File: src/rtl/fir_par2ser.sv
// fir_par2ser: output-side serializer for a 2-parallel FIR datapath.
// Buffers (y(2k), y(2k+1)) pairs in a small FIFO and emits them as a
// single-rate stream, y(2k) first, over a valid/ready interface.
// Optional build macro FIR_PAR2SER_ROUND_SAT_EN swaps plain truncation for
// round-half-up plus saturation in the output scaling path.
module fir_par2ser #(
    parameter int DATA_IN_WIDTH  = 64,
    parameter int DATA_OUT_WIDTH = 32,
    parameter int SHIFT          = 32,
    parameter int FIFO_DEPTH     = 4
) (
    input  logic                              clk,
    input  logic                              reset,
    input  logic                              in_valid,
    output logic                              in_ready,
    input  logic signed [DATA_IN_WIDTH-1:0]   in_data0,
    input  logic signed [DATA_IN_WIDTH-1:0]   in_data1,
    output logic                              out_valid,
    input  logic                              out_ready,
    output logic signed [DATA_OUT_WIDTH-1:0]  out_data,
    output logic [$clog2(FIFO_DEPTH):0]       fifo_level,
    output logic                              overflow
);

    localparam int PTR_W = $clog2(FIFO_DEPTH);
    localparam int LVL_W = PTR_W + 1;

    // Output phase: which half of the head pair is being presented.
    localparam logic [0:0] PH_EVEN = 1'b0;
    localparam logic [0:0] PH_ODD  = 1'b1;

`ifdef FIR_PAR2SER_ROUND_SAT_EN
    // Rounding term 2^(SHIFT-1), or nothing when there is no shift.
    localparam int RND_POS = (SHIFT > 0) ? SHIFT - 1 : 0;
    localparam logic signed [DATA_IN_WIDTH:0] RND =
        (SHIFT > 0) ? ((DATA_IN_WIDTH+1)'(1) << RND_POS) : '0;
    // Saturation limits of the output width, expressed in the wide domain.
    localparam logic signed [DATA_IN_WIDTH:0] SAT_MAX =
        {{(DATA_IN_WIDTH-DATA_OUT_WIDTH+2){1'b0}}, {(DATA_OUT_WIDTH-1){1'b1}}};
    localparam logic signed [DATA_IN_WIDTH:0] SAT_MIN =
        {{(DATA_IN_WIDTH-DATA_OUT_WIDTH+2){1'b1}}, {(DATA_OUT_WIDTH-1){1'b0}}};
`endif

    logic [DATA_IN_WIDTH-1:0] mem_data0 [FIFO_DEPTH];
    logic [DATA_IN_WIDTH-1:0] mem_data1 [FIFO_DEPTH];
    logic [PTR_W-1:0]         wr_ptr;
    logic [PTR_W-1:0]         rd_ptr;
    logic [LVL_W-1:0]         level;
    logic [0:0]               phase;
    logic                     overflow_q;
    logic                     push;
    logic                     pop;
    logic [DATA_IN_WIDTH-1:0] head_sample;

    // Reduce one input-width sample to the output width.
    function automatic logic [DATA_OUT_WIDTH-1:0] scale(input logic [DATA_IN_WIDTH-1:0] sample);
`ifdef FIR_PAR2SER_ROUND_SAT_EN
        logic signed [DATA_IN_WIDTH:0] wide;
        // One guard bit keeps the rounding add from wrapping.
        wide = $signed({sample[DATA_IN_WIDTH-1], sample}) + RND;
        wide = wide >>> SHIFT;
        if (wide > SAT_MAX) begin
            return DATA_OUT_WIDTH'(SAT_MAX);
        end else if (wide < SAT_MIN) begin
            return DATA_OUT_WIDTH'(SAT_MIN);
        end
        return DATA_OUT_WIDTH'(wide);
`else
        return DATA_OUT_WIDTH'($signed(sample) >>> SHIFT);
`endif
    endfunction

    // Readiness comes from registered level only: a full FIFO stays closed
    // even in a cycle where the head is being popped.
    assign in_ready    = (level != LVL_W'(FIFO_DEPTH));
    assign push        = in_valid && in_ready;
    assign pop         = (phase == PH_ODD) && out_ready;
    assign out_valid   = (phase == PH_ODD) || (level != '0);
    assign head_sample = (phase == PH_ODD) ? mem_data1[rd_ptr] : mem_data0[rd_ptr];
    assign out_data    = scale(head_sample);
    assign fifo_level  = level;
    assign overflow    = overflow_q;

    // Pair storage write port.
    // NOTE: the storage array is deliberately not reset; level and pointers
    // decide what is valid, so stale contents are never observed.
    always_ff @(posedge clk) begin
        if (push) begin
            mem_data0[wr_ptr] <= in_data0;
            mem_data1[wr_ptr] <= in_data1;
        end
    end

    // FIFO pointers and occupancy; pointers wrap naturally at the power-of-2 depth.
    // NOTE: non-blocking assignments so every register samples pre-edge values.
    always_ff @(posedge clk) begin
        if (reset) begin
            wr_ptr <= '0;
            rd_ptr <= '0;
            level  <= '0;
        end else begin
            if (push) begin
                wr_ptr <= wr_ptr + PTR_W'(1);
            end
            if (pop) begin
                rd_ptr <= rd_ptr + PTR_W'(1);
            end
            case ({push, pop})
                2'b10:   level <= level + LVL_W'(1);
                2'b01:   level <= level - LVL_W'(1);
                default: level <= level;
            endcase
        end
    end

    // Output phase: EVEN -> ODD when y(2k) is taken, ODD -> EVEN on pop.
    always_ff @(posedge clk) begin
        if (reset) begin
            phase <= PH_EVEN;
        end else if (phase == PH_EVEN) begin
            if (out_valid && out_ready) begin
                phase <= PH_ODD;
            end
        end else if (out_ready) begin
            phase <= PH_EVEN;
        end
    end

    // Sticky diagnostic for a producer that ignores backpressure.
    always_ff @(posedge clk) begin
        if (reset) begin
            overflow_q <= 1'b0;
        end else if (in_valid && !in_ready) begin
            overflow_q <= 1'b1;
        end
    end

endmodule

File: config.mk
export PLATFORM = sky130hd
export DESIGN_NAME = fir_par2ser
export DESIGN_NICKNAME = d
export VERILOG_FILES = /design/src/rtl/fir_par2ser.sv
export SDC_FILE = /design/constraint.sdc
export NUM_CORES = 1
export LEC_CHECK = 0
export BUFFER_PORTS_ARGS = -buffer_cell sky130_fd_sc_hd__buf_2
export CAP_MARGIN = 25
export CORE_MARGIN = 4
export CORE_UTILIZATION = 50
export DETAILED_ROUTE_END_ITERATION = 8
export PLACE_DENSITY = 0.82
export SLEW_MARGIN = 20
export SYNTH_ARGS = -nofsm -noshare
export SYNTH_HDL_FRONTEND = slang
export SYNTH_SLANG_ARGS = --single-unit
export TNS_END_PERCENT = 100
File: constraint.sdc
create_clock -name clk -period 8.9 [get_ports clk]
set_clock_uncertainty 0.05 [all_clocks]
set_input_delay 1.78 -clock clk [delete_from_list [all_inputs] [get_ports clk]]
set_output_delay 1.78 -clock clk [all_outputs]
set_load 0.1 [all_outputs]
; Word-level counts from Yosys, hierarchy flattened
; Memory sizes are Yosys's and may differ from the RTL's. A register that Yosys moved wholly into a read port is not among the register bits.
; Cells that the tools add are included.
[op_classes]
n_eq_ne = 3
n_reduce_logical = 8
muxes = 11
addsub = 4
[ops]
columns = op, count
row1 = 64-bit two-way mux, 1
row2 = 2-bit two-way mux, 4
row3 = 3-bit one-hot mux with 2 select lines, 1
row4 = 1-bit two-way mux, 5
row5 = "2-bit by 1-bit adder with 2-bit output, second input constant", 2
row6 = 1-bit logical AND, 4
row7 = "3-bit by 1-bit adder with 3-bit output, second input constant", 1
row8 = "3-bit != test, second input constant", 1
row9 = 3-bit nonzero test, 1
row10 = "3-bit by 1-bit subtractor with 3-bit output, second input constant", 1
row11 = "2-bit by 1-bit equality test with 1-bit output, second input constant", 1
row12 = "2-bit equality test, second input constant", 1
row13 = 2-bit nonzero test, 1
row14 = 1-bit logical NOT, 1
row15 = 1-bit logical OR, 1
[word_totals]
out_inout_bits = 38
in_bits = 132
reg_bits = 9
elab_cells = 33
mem_count = 2
ramBits = 512
[mem_list]
columns = name, words, word_bits, read_ports, rd_clocked_by_memory_dff, wr, line
row1 = mem_data0, 4, 64, 1, 1, 1, 44  ; logic [DATA_IN_WIDTH-1:0] mem_data0 [FIFO_DEPTH];
row2 = mem_data1, 4, 64, 1, 1, 1, 45  ; logic [DATA_IN_WIDTH-1:0] mem_data1 [FIFO_DEPTH];

; Depth between registers and ports, before layout
; Gate-level depths: netlist (run 1).
[depth]
word_depth = 5
depth_mapped = 9
depth_no_buf = 9

; Worst setup path after synthesis (run 1)
; Ideal clock, no wire load.
[synth_path]
path_kind = in2reg
start = input in_valid
end = memory mem_data0[0][32] (enable)
cell_stages = 3
t_required_ns = 8.421
setup_ns = 0.429
path_buffers = 0
setup_slack_ns = 4.807
arrival_time_ns = 3.614
cell_sequence = inv_1 > nor2_1 > and2_1
[synth_between]
elab_chain_cells = 3
[synth_rtl]
columns = element, line
row1 = from (decl), 14  ; input logic in_valid,
row2 = 1-bit logical AND, 76  ; assign push = in_valid && in_ready;
row3 = 1-bit two-way mux, 88  ; if (push) begin
row4 = 1-bit two-way mux (not written as such), 89  ; mem_data0[wr_ptr] <= in_data0;
row5 = to (decl), 44
; No other way between the ends.

==> impl_metrics.tcl, run 1 <==
set metrics [dict create \
    status "complete, no violations" \
    grt_overflow 0 \
    grt_max_degree 69 \
    clk_latency_ns 0.53 \
    multi_input_area_mm2 0.00223 \
    clock.fmax_mhz 201 \
    hpwl_mm 10.0 \
    fillers 1425 \
    synth_compound_area_frac 0.00292 \
    hold_viol_final 0 \
    syn2layout_area_growth_pct 17.2 \
    p_leak_nw 4.06 \
    syn-num-nets 569 \
    fin_nets 687 \
    tightestPinTransition_ns 0.994 \
    synth_fa_ha_area_frac 0.00802 \
    wl_per_cell_um 21.6 \
    port_buffers 105 \
    grt_pass1_vias 5037 \
    syn_avg_cell_area_um2 23.9 \
    critPathKind "register to output port" \
    cpPeakStageDelay_ns 0.70 \
    rsz0062_at_grt "false" \
    place.gp.congestion 0.688 \
    final_util 0.596 \
    first_iter_violations 161 \
    cts_tree "built" \
    cts_buffer_depth 3 \
    num_antenna_cells 0 \
    cts-root-buf "clkbuf_16" \
    die_x_um 152 \
    fp.dieArea_mm2 0.0230 \
    power.density_mw_per_mm2 262 \
    cts_resized 0 \
    regArea_mm2 0.00792 \
    vias 4649 \
    setup_viol 0 \
    finalMaxSlewViolations 0 \
    grt_pass1_wl_mm 28.3 \
    cts.sinks 267 \
    maxCapViolCount 0 \
    fp.dieH_um 152 \
    period_needed_ns 4.98 \
    clk_pin_slew_ns 0.06 \
    antenna_found_initial 2 \
    ant_nets 0 \
    netlist_area_mm2 0.0103 \
    synth-xor-area-share 0.00425 \
    cp_num_buf_inv 2 \
    yosys.area_share.simple 0.0111 \
    core_mm2 0.0202 \
    ctsHoldBuffers 0 \
    start_kind "register" \
    drt_first_pass_iters 4 \
    drc 0 \
    required_ns 7.07 \
    syn_inst 431 \
    grt.total_usage 0.162 \
    ys.warnings.count 0 \
    slew_headroom 0.338 \
    yosysSeqAreaShare 0.768 \
    muxShareOfSynthArea 0.190 \
    worstHoldPathType "register to register" \
    cts_setup_buffers 0 \
    cts_made_buffers 28 \
    ys_types 25 \
    worstPathCellList "buf_4, mux4_1, mux2_2, buf_2" \
    drive_gt1_frac 0.377 \
    layout.cells.non_filler 841 \
    h-tree-depth 1 \
    worstPathArrival_ns 3.15 \
    path_delay_family "multiplexers" \
    end_kind "output port" \
    cp_max_fo 34 \
    wl_mm 18.2 \
    dpl.cell_count 787 \
    ir_drop_mv 0.245 \
    tns_ns 0 \
    initial_core_util 0.509 \
    synth_seq_cells 267 \
    rows 52 \
    vias_per_cell 5.53 \
    final.period_utilization 0.559 \
    slowest_stage "dfxtp_4" \
    synth_top_family_by_area "multiplexers" \
    io_pins 170 \
]
where the power goes:
part / internal [W] / switching, W
Combinational: 0.000121 / 0.000357
Sequential: 0.00144 / 0.0000393
Clock: 0.000741 / 0.000463
Total: 0.00231 / 0.000859
cell usage in the layout, fill, tap and decap left out, drive strengths merged, types with 2 or more instances in the layout:
| master | count |
|---|---|
| clkinv | 8 |
| clkinvlp | 3 |
| mux2 | 32 |
| bufinv | 5 |
| a21oi | 4 |
| and2 | 5 |
| clkbuf | 35 |
| mux4 | 64 |
| dfxtp | 11 |
| or3 | 2 |
| xor2 | 4 |
| edfxtp | 256 |
| ha | 5 |
| inv | 9 |
| nor2 | 9 |
| o21ai | 2 |
| buf | 108 |
| nand2b | 2 |
flip-flops by register name, indices dropped and copies added (netlist names), named ones only:
register	cells
fifo_level	3
rd_ptr	2
wr_ptr	2
mem_data1	128
overflow	1
mem_data0	128
phase	1
path summary, 6_finish.rpt:
kind | cells after the start | end | slack [ns] | startpoint
worst min-delay path | 2 | overflow | 0.42 | overflow
worst max-delay path | 4 | out_data[22] | 3.92 | register
worst max register to register | 7 | fifo_level[2] | 6.26 | phase
worst min register to register | 2 | overflow | 0.42 | overflow
area by class of cell:
type / instances / area share
Multi-Input combinational cell: 136 / 0.185
Timing Repair Buffer: 108 / 0.0481
Clock inverter: 17 / 0.0181
Tap cell: 270 / 0.0280
Sequential cell: 267 / 0.656
Clock buffer: 35 / 0.0620
Inverter: 8 / 0.00249
through the flow:
stage	cell area [µm²]	setup slack, ns	power, W	hold WS [ns]
floorplan	10300	4.81	0.00189	0.432
global placement	11100	4.47	0.00197	0.397
detailed placement	11100	4.45	0.00199	0.407
CTS	12000	3.87	0.00319	0.423
global route	12100	3.75	0.00327	0.448
finish	12100	3.92	0.00317	0.422
synth_stat cells (all sizes together):
library cell | number | area (µm²)
a21oi | 4 | 20.0
and2 | 5 | 31.3
buf | 16 | 121
clkbuf | 4 | 15.0
dfxtp | 11 | 220
edfxtp | 256 | 7690
fa | 1 | 20.0
ha | 5 | 62.6
inv | 8 | 30.0
mux2 | 32 | 360
mux2i | 1 | 10.0
mux4 | 64 | 1580
nand2 | 1 | 3.75
nand2b | 2 | 12.5
nand3 | 1 | 5.00
nor2 | 9 | 33.8
nor3b | 1 | 7.51
o21ai | 2 | 10.0
or3 | 2 | 12.5
or4 | 1 | 7.51
xnor2 | 1 | 8.76
xor2 | 4 | 35.0
kinds of logic (layout without fill, tap and decap cells):
| logic type | after synthesis | count (layout) |
|---|---|---|
| DFF | 267 | 267 |
| muxes | 97 | 97 |
| buffers and inverters | 28 | 168 |
| and+or+nand+nor | 22 | 22 |
| adders and majority gates | 6 | 6 |
| AOI/OAI and AO/OA | 6 | 6 |
| xor gates and xnor gates | 5 | 5 |
routing by layer:
layer	vias to the layer above	GRT usage	part of all wire	wire, µm
li1	2073	-	-	-
met1	2409	0.204	0.40	7310
met2	130	0.288	0.51	9320
met3	33	0.0384	0.063	1150
met4	4	0.0400	0.022	393
met5	-	0	0.0012	21
worst reg2reg max path: stages, from the launching register on:
cell	delay, ns
dfxtp_4	0.96
and2_1	0.30
ha_1	0.21
inv_1	0.06
fa_1	0.37
xor2_1	0.16
or3_1	0.31
a21oi_1	0.15
No activity file was read; power rests on OpenSTA's default activity.
==> run 2: changes to the inputs <==
--- a/config.mk
+++ b/config.mk
@@ -10,7 +10,7 @@
 export CORE_MARGIN = 4
 export CORE_UTILIZATION = 50
 export DETAILED_ROUTE_END_ITERATION = 8
-export PLACE_DENSITY = 0.82
+export PLACE_DENSITY = 0.85
 export SLEW_MARGIN = 20
 export SYNTH_ARGS = -nofsm -noshare
 export SYNTH_HDL_FRONTEND = slang
==> constraint.sdc (replaced) <==
create_clock -name clk -period 4.3 [get_ports clk]
set_clock_uncertainty 0.05 [all_clocks]
set_input_delay 0.86 -clock clk [delete_from_list [all_inputs] [get_ports clk]]
set_output_delay 0.86 -clock clk [all_outputs]
set_load 0.1 [all_outputs]
==> impl_metrics.tcl, run 2 (synthesis gave the netlist of run 1 again) <==
set metrics [dict create \
    ant_nets 0 \
    slowest_stage "dfxtp_4" \
    cts_tree "built" \
    place.gp.congestion 0.753 \
    dpl.cell_count 788 \
    p_leak_nw 4.03 \
    cts_buffer_depth 3 \
    clk_latency_ns 0.50 \
    fin_nets 685 \
    reg2reg_depth 9 \
    r2r_setup_slack_ns 1.69 \
    slew_headroom 0.333 \
    core_mm2 0.0202 \
    cp_max_fo 34 \
    cts_setup_buffers 0 \
    power.density_mw_per_mm2 530 \
    drive_gt1_frac 0.371 \
    pre_cts_slack_ns 1.05 \
    cpPeakStageDelay_ns 0.71 \
    rsz0062_at_grt "false" \
    worstHoldPathType "register to register" \
    worstHoldPathCells 2 \
    final_cell_mix "edfxtp_1 (256), buf_2 (105), mux4_1 (38)" \
    wl_mm 17.8 \
    syn2layout_area_growth_pct 16.3 \
    path_delay_family "multiplexers" \
    hold_viol_final 0 \
    status "complete, no violations" \
    tightestPinTransition_ns 1.00 \
    clock.fmax_mhz 269 \
    initial_core_util 0.509 \
    vias 4608 \
    maxCapViolCount 0 \
    hpwl_mm 10.2 \
    grt_max_degree 65 \
    r2r_end "fifo_level[2]" \
    fin_ws_ns 0.581 \
    end_kind "output port" \
    tns_ns 0 \
    hp-start "overflow" \
    hold_path_end "overflow" \
    r2r_start "fifo_level[2]" \
    layout_commonest_cell "edfxtp_1" \
    port_buffers 105 \
    ctsHoldBuffers 0 \
    period_needed_ns 3.72 \
    antenna_found_initial 0 \
    rows 52 \
    cts_made_buffers 26 \
    io_pins 170 \
    vias_per_cell 5.51 \
    layout.cells.non_filler 836 \
    final.period_utilization 0.865 \
    cp_num_buf_inv 2 \
    h-tree-depth 1 \
    final_util 0.592 \
    wl_per_cell_um 21.3 \
    required_ns 3.39 \
    grt.total_usage 0.156 \
    cts.sinks 267 \
    total_power_w 0.00635 \
    finalMaxSlewViolations 0 \
    worstPathCellList "buf_12, mux4_1, mux2_2, buf_2" \
    num_antenna_cells 0 \
    clk_pin_slew_ns 0.06 \
    grt_pass1_vias 4996 \
    grt_pass1_wl_mm 27.6 \
    critPathKind "register to output port" \
    drt_first_pass_iters 6 \
    cts-root-buf "clkbuf_16" \
    setup_viol 0 \
    grt_overflow 0 \
    worstPathArrival_ns 2.81 \
    fp.dieArea_mm2 0.0230 \
    drc 0 \
    fp.dieH_um 152 \
    start_kind "register" \
    cts_resized 0 \
    die_x_um 152 \
    first_iter_violations 203 \
    ir_drop_mv 0.399 \
]
==> run 2: final cells by class <==
type / count / area (µm²)
fill: 1399 / 8250
sequential: 267 / 7920
multi-input combinational: 136 / 2230
clock buffer: 33 / 707
timing repair buffer: 108 / 581
tap: 270 / 338
clock inverter: 14 / 174
inverter: 8 / 30.0
==> run 2: worst min-delay path: stages (launching register included) <==
cell     delay [ns]
dfxtp_1        0.33
a21oi_1        0.04
nor2_1         0.07
==> run 2: where the power goes <==
group | internal, W | leakage, nW | switching, W
sequential | 0.00299 | 2.44 | 0.0000712
clock | 0.00140 | 0.431 | 0.000888
combinational | 0.000248 | 1.16 | 0.000753
==> run 2: worst max-delay path by stage <==
stage,start,cells past startpoint,end
after floorplan,fifo_level[0],3,mem_data0[0][32]
after global placement,register,4,out_data[27]
after detailed placement,register,4,out_data[22]
after CTS,register,4,out_data[22]
after global routing,register,4,out_data[15]
final,register,4,out_data[22]
==> run 2: stage by stage <==
step | hold WS, ns | cell area (µm²)
finish | 0.418 | 12000
global placement | 0.405 | 11100
detailed placement | 0.412 | 11100
CTS | 0.428 | 12000
global route | 0.460 | 12000
floorplan | 0.432 | 10300
==> run 2: routing by layer <==
layer,routed length (µm),vias to the layer above,track usage
met5,0,-,0
li1,-,2072,-
met3,921,22,0.0312
met4,257,0,0.0359
met2,9440,122,0.273
met1,7210,2392,0.204
==> run 3: changes to the inputs <==
--- a/config.mk
+++ b/config.mk
@@ -7,8 +7,10 @@
 export LEC_CHECK = 0
 export BUFFER_PORTS_ARGS = -buffer_cell sky130_fd_sc_hd__buf_2
 export CAP_MARGIN = 25
+export CELL_PAD_IN_SITES_DETAIL_PLACEMENT = 0
+export CELL_PAD_IN_SITES_GLOBAL_PLACEMENT = 2
 export CORE_MARGIN = 4
-export CORE_UTILIZATION = 50
+export CORE_UTILIZATION = 39
 export DETAILED_ROUTE_END_ITERATION = 8
 export PLACE_DENSITY = 0.85
 export SLEW_MARGIN = 20
==> impl_metrics.tcl, run 3 (synthesis gave the netlist of run 1 again) <==
set metrics [dict create \
    rsz0062_at_grt "false" \
    cpPeakStageDelay_ns 0.63 \
    fp.dieArea_mm2 0.0291 \
    grt.total_usage 0.126 \
    critPathKind "register to output port" \
    vias_per_cell 5.06 \
    final_util 0.465 \
    rows 59 \
    initial_core_util 0.396 \
    grt_pass1_wl_mm 28.2 \
    layout_commonest_cell "edfxtp_1" \
    place.gp.congestion 0.655 \
    io_pins 170 \
    first_iter_violations 268 \
    cp_max_fo 24 \
    grt_max_degree 65 \
    ant_nets 0 \
    fp.dieH_um 171 \
    wl_mm 18.4 \
    syn2layout_area_growth_pct 17.4 \
    port_buffers 105 \
    hold_viol_final 0 \
    clk_pin_slew_ns 0.06 \
    multi_input_area_mm2 0.00223 \
    vias 4598 \
    grt_overflow 0 \
    regArea_mm2 0.00792 \
    die_x_um 171 \
    grt_pass1_vias 5030 \
    period_needed_ns 3.57 \
    tns_ns 0 \
    slew_headroom 0.295 \
    design_area_mm2 0.0121 \
    drt_first_pass_iters 4 \
    start_kind "register" \
    cp_num_buf_inv 2 \
    tightestPinTransition_ns 1.06 \
    status "complete, no violations" \
    cts.sinks 267 \
    clock.fmax_mhz 280 \
    hold_ws_ns 0.408 \
    cts_setup_buffers 0 \
    ir_drop_mv 0.337 \
    cts_buffer_depth 3 \
    h-tree-depth 1 \
    drive_gt1_frac 0.372 \
    cts_resized 0 \
    end_kind "output port" \
    setup_viol 0 \
    worstHoldPathType "register to register" \
    core_mm2 0.0260 \
    clk_latency_ns 0.52 \
    path_delay_family "multiplexers" \
    p_leak_nw 4.04 \
    power.density_mw_per_mm2 516 \
    ctsHoldBuffers 0 \
    required_ns 3.39 \
    slowest_stage "dfxtp_4" \
    cts-root-buf "clkbuf_16" \
    drc 0 \
    maxCapViolCount 0 \
    cts_tree "built" \
    fillers 2176 \
    postPlaceCellArea_mm2 0.0112 \
    hpwl_mm 10.5 \
    fin_nets 691 \
    cts_made_buffers 28 \
    final_cell_mix "edfxtp_1 (256), buf_2 (105), mux4_1 (38)" \
    final.period_utilization 0.831 \
    finalMaxSlewViolations 0 \
    worstPathArrival_ns 2.66 \
    wl_per_cell_um 20.2 \
    antenna_found_initial 3 \
    worstPathCellList "buf_4, mux4_1, mux2_2, buf_2" \
]
-- run 3: per-stage QoR --
stage | cells | power (W) | setup slack (ns)
after floorplan | 431 | 0.00391 | 0.772
after global placement | 855 | 0.00409 | 1.23
after detailed placement | 855 | 0.00413 | 1.22
after CTS | 904 | 0.00632 | 0.644
after global routing | 908 | 0.00649 | 0.552
final | 908 | 0.00624 | 0.727
-- run 3: worst register-to-register path, cell delays in order (launching register included) --
cell     delay [ns]
dfxtp_1        0.38
nor3b_1        0.46
nor2_1         0.22
inv_1          0.10
ha_1           0.17
inv_1          0.06
fa_1           0.37
xor2_1         0.15
or3_1          0.31
a21oi_1        0.15
-- run 3: power by group --
part	internal [W]	switching [W]
sequential	0.00299	0.0000703
combinational	0.000252	0.000750
clock	0.00128	0.000895
total	0.00452	0.00172
-- run 3: layout make-up --
class / instances / area share
Inverter: 8 / 0.00248
Antenna cell: 1 / 0.000207
Tap cell: 335 / 0.0347
Clock buffer: 36 / 0.0622
Clock inverter: 13 / 0.00735
Timing Repair Buffer: 112 / 0.0532
Multi-Input combinational cell: 136 / 0.185
Sequential cell: 267 / 0.655
-- run 3: per-layer routing --
layer  share of wire  wire (µm)  track usage  vias to the layer above
met5          0.0015         28            0                        -
met4           0.017        313       0.0319                        4
met3           0.058       1070       0.0330                       29
met2            0.53       9710        0.227                      108
met1            0.39       7230        0.151                     2381
li1                -          -            -                     2076
-- run 3: path summary, 6_finish.rpt --
| path | slack, ns | to | depth (start not counted) | startpoint |
|---|---|---|---|---|
| setup / recovery | 0.73 | out_data[24] | 4 | register |
| hold / removal | 0.41 | overflow | 2 | overflow |
| setup reg to reg | 1.81 | fifo_level[2] | 9 | fifo_level[2] |
| hold reg to reg | 0.41 | overflow | 2 | overflow |
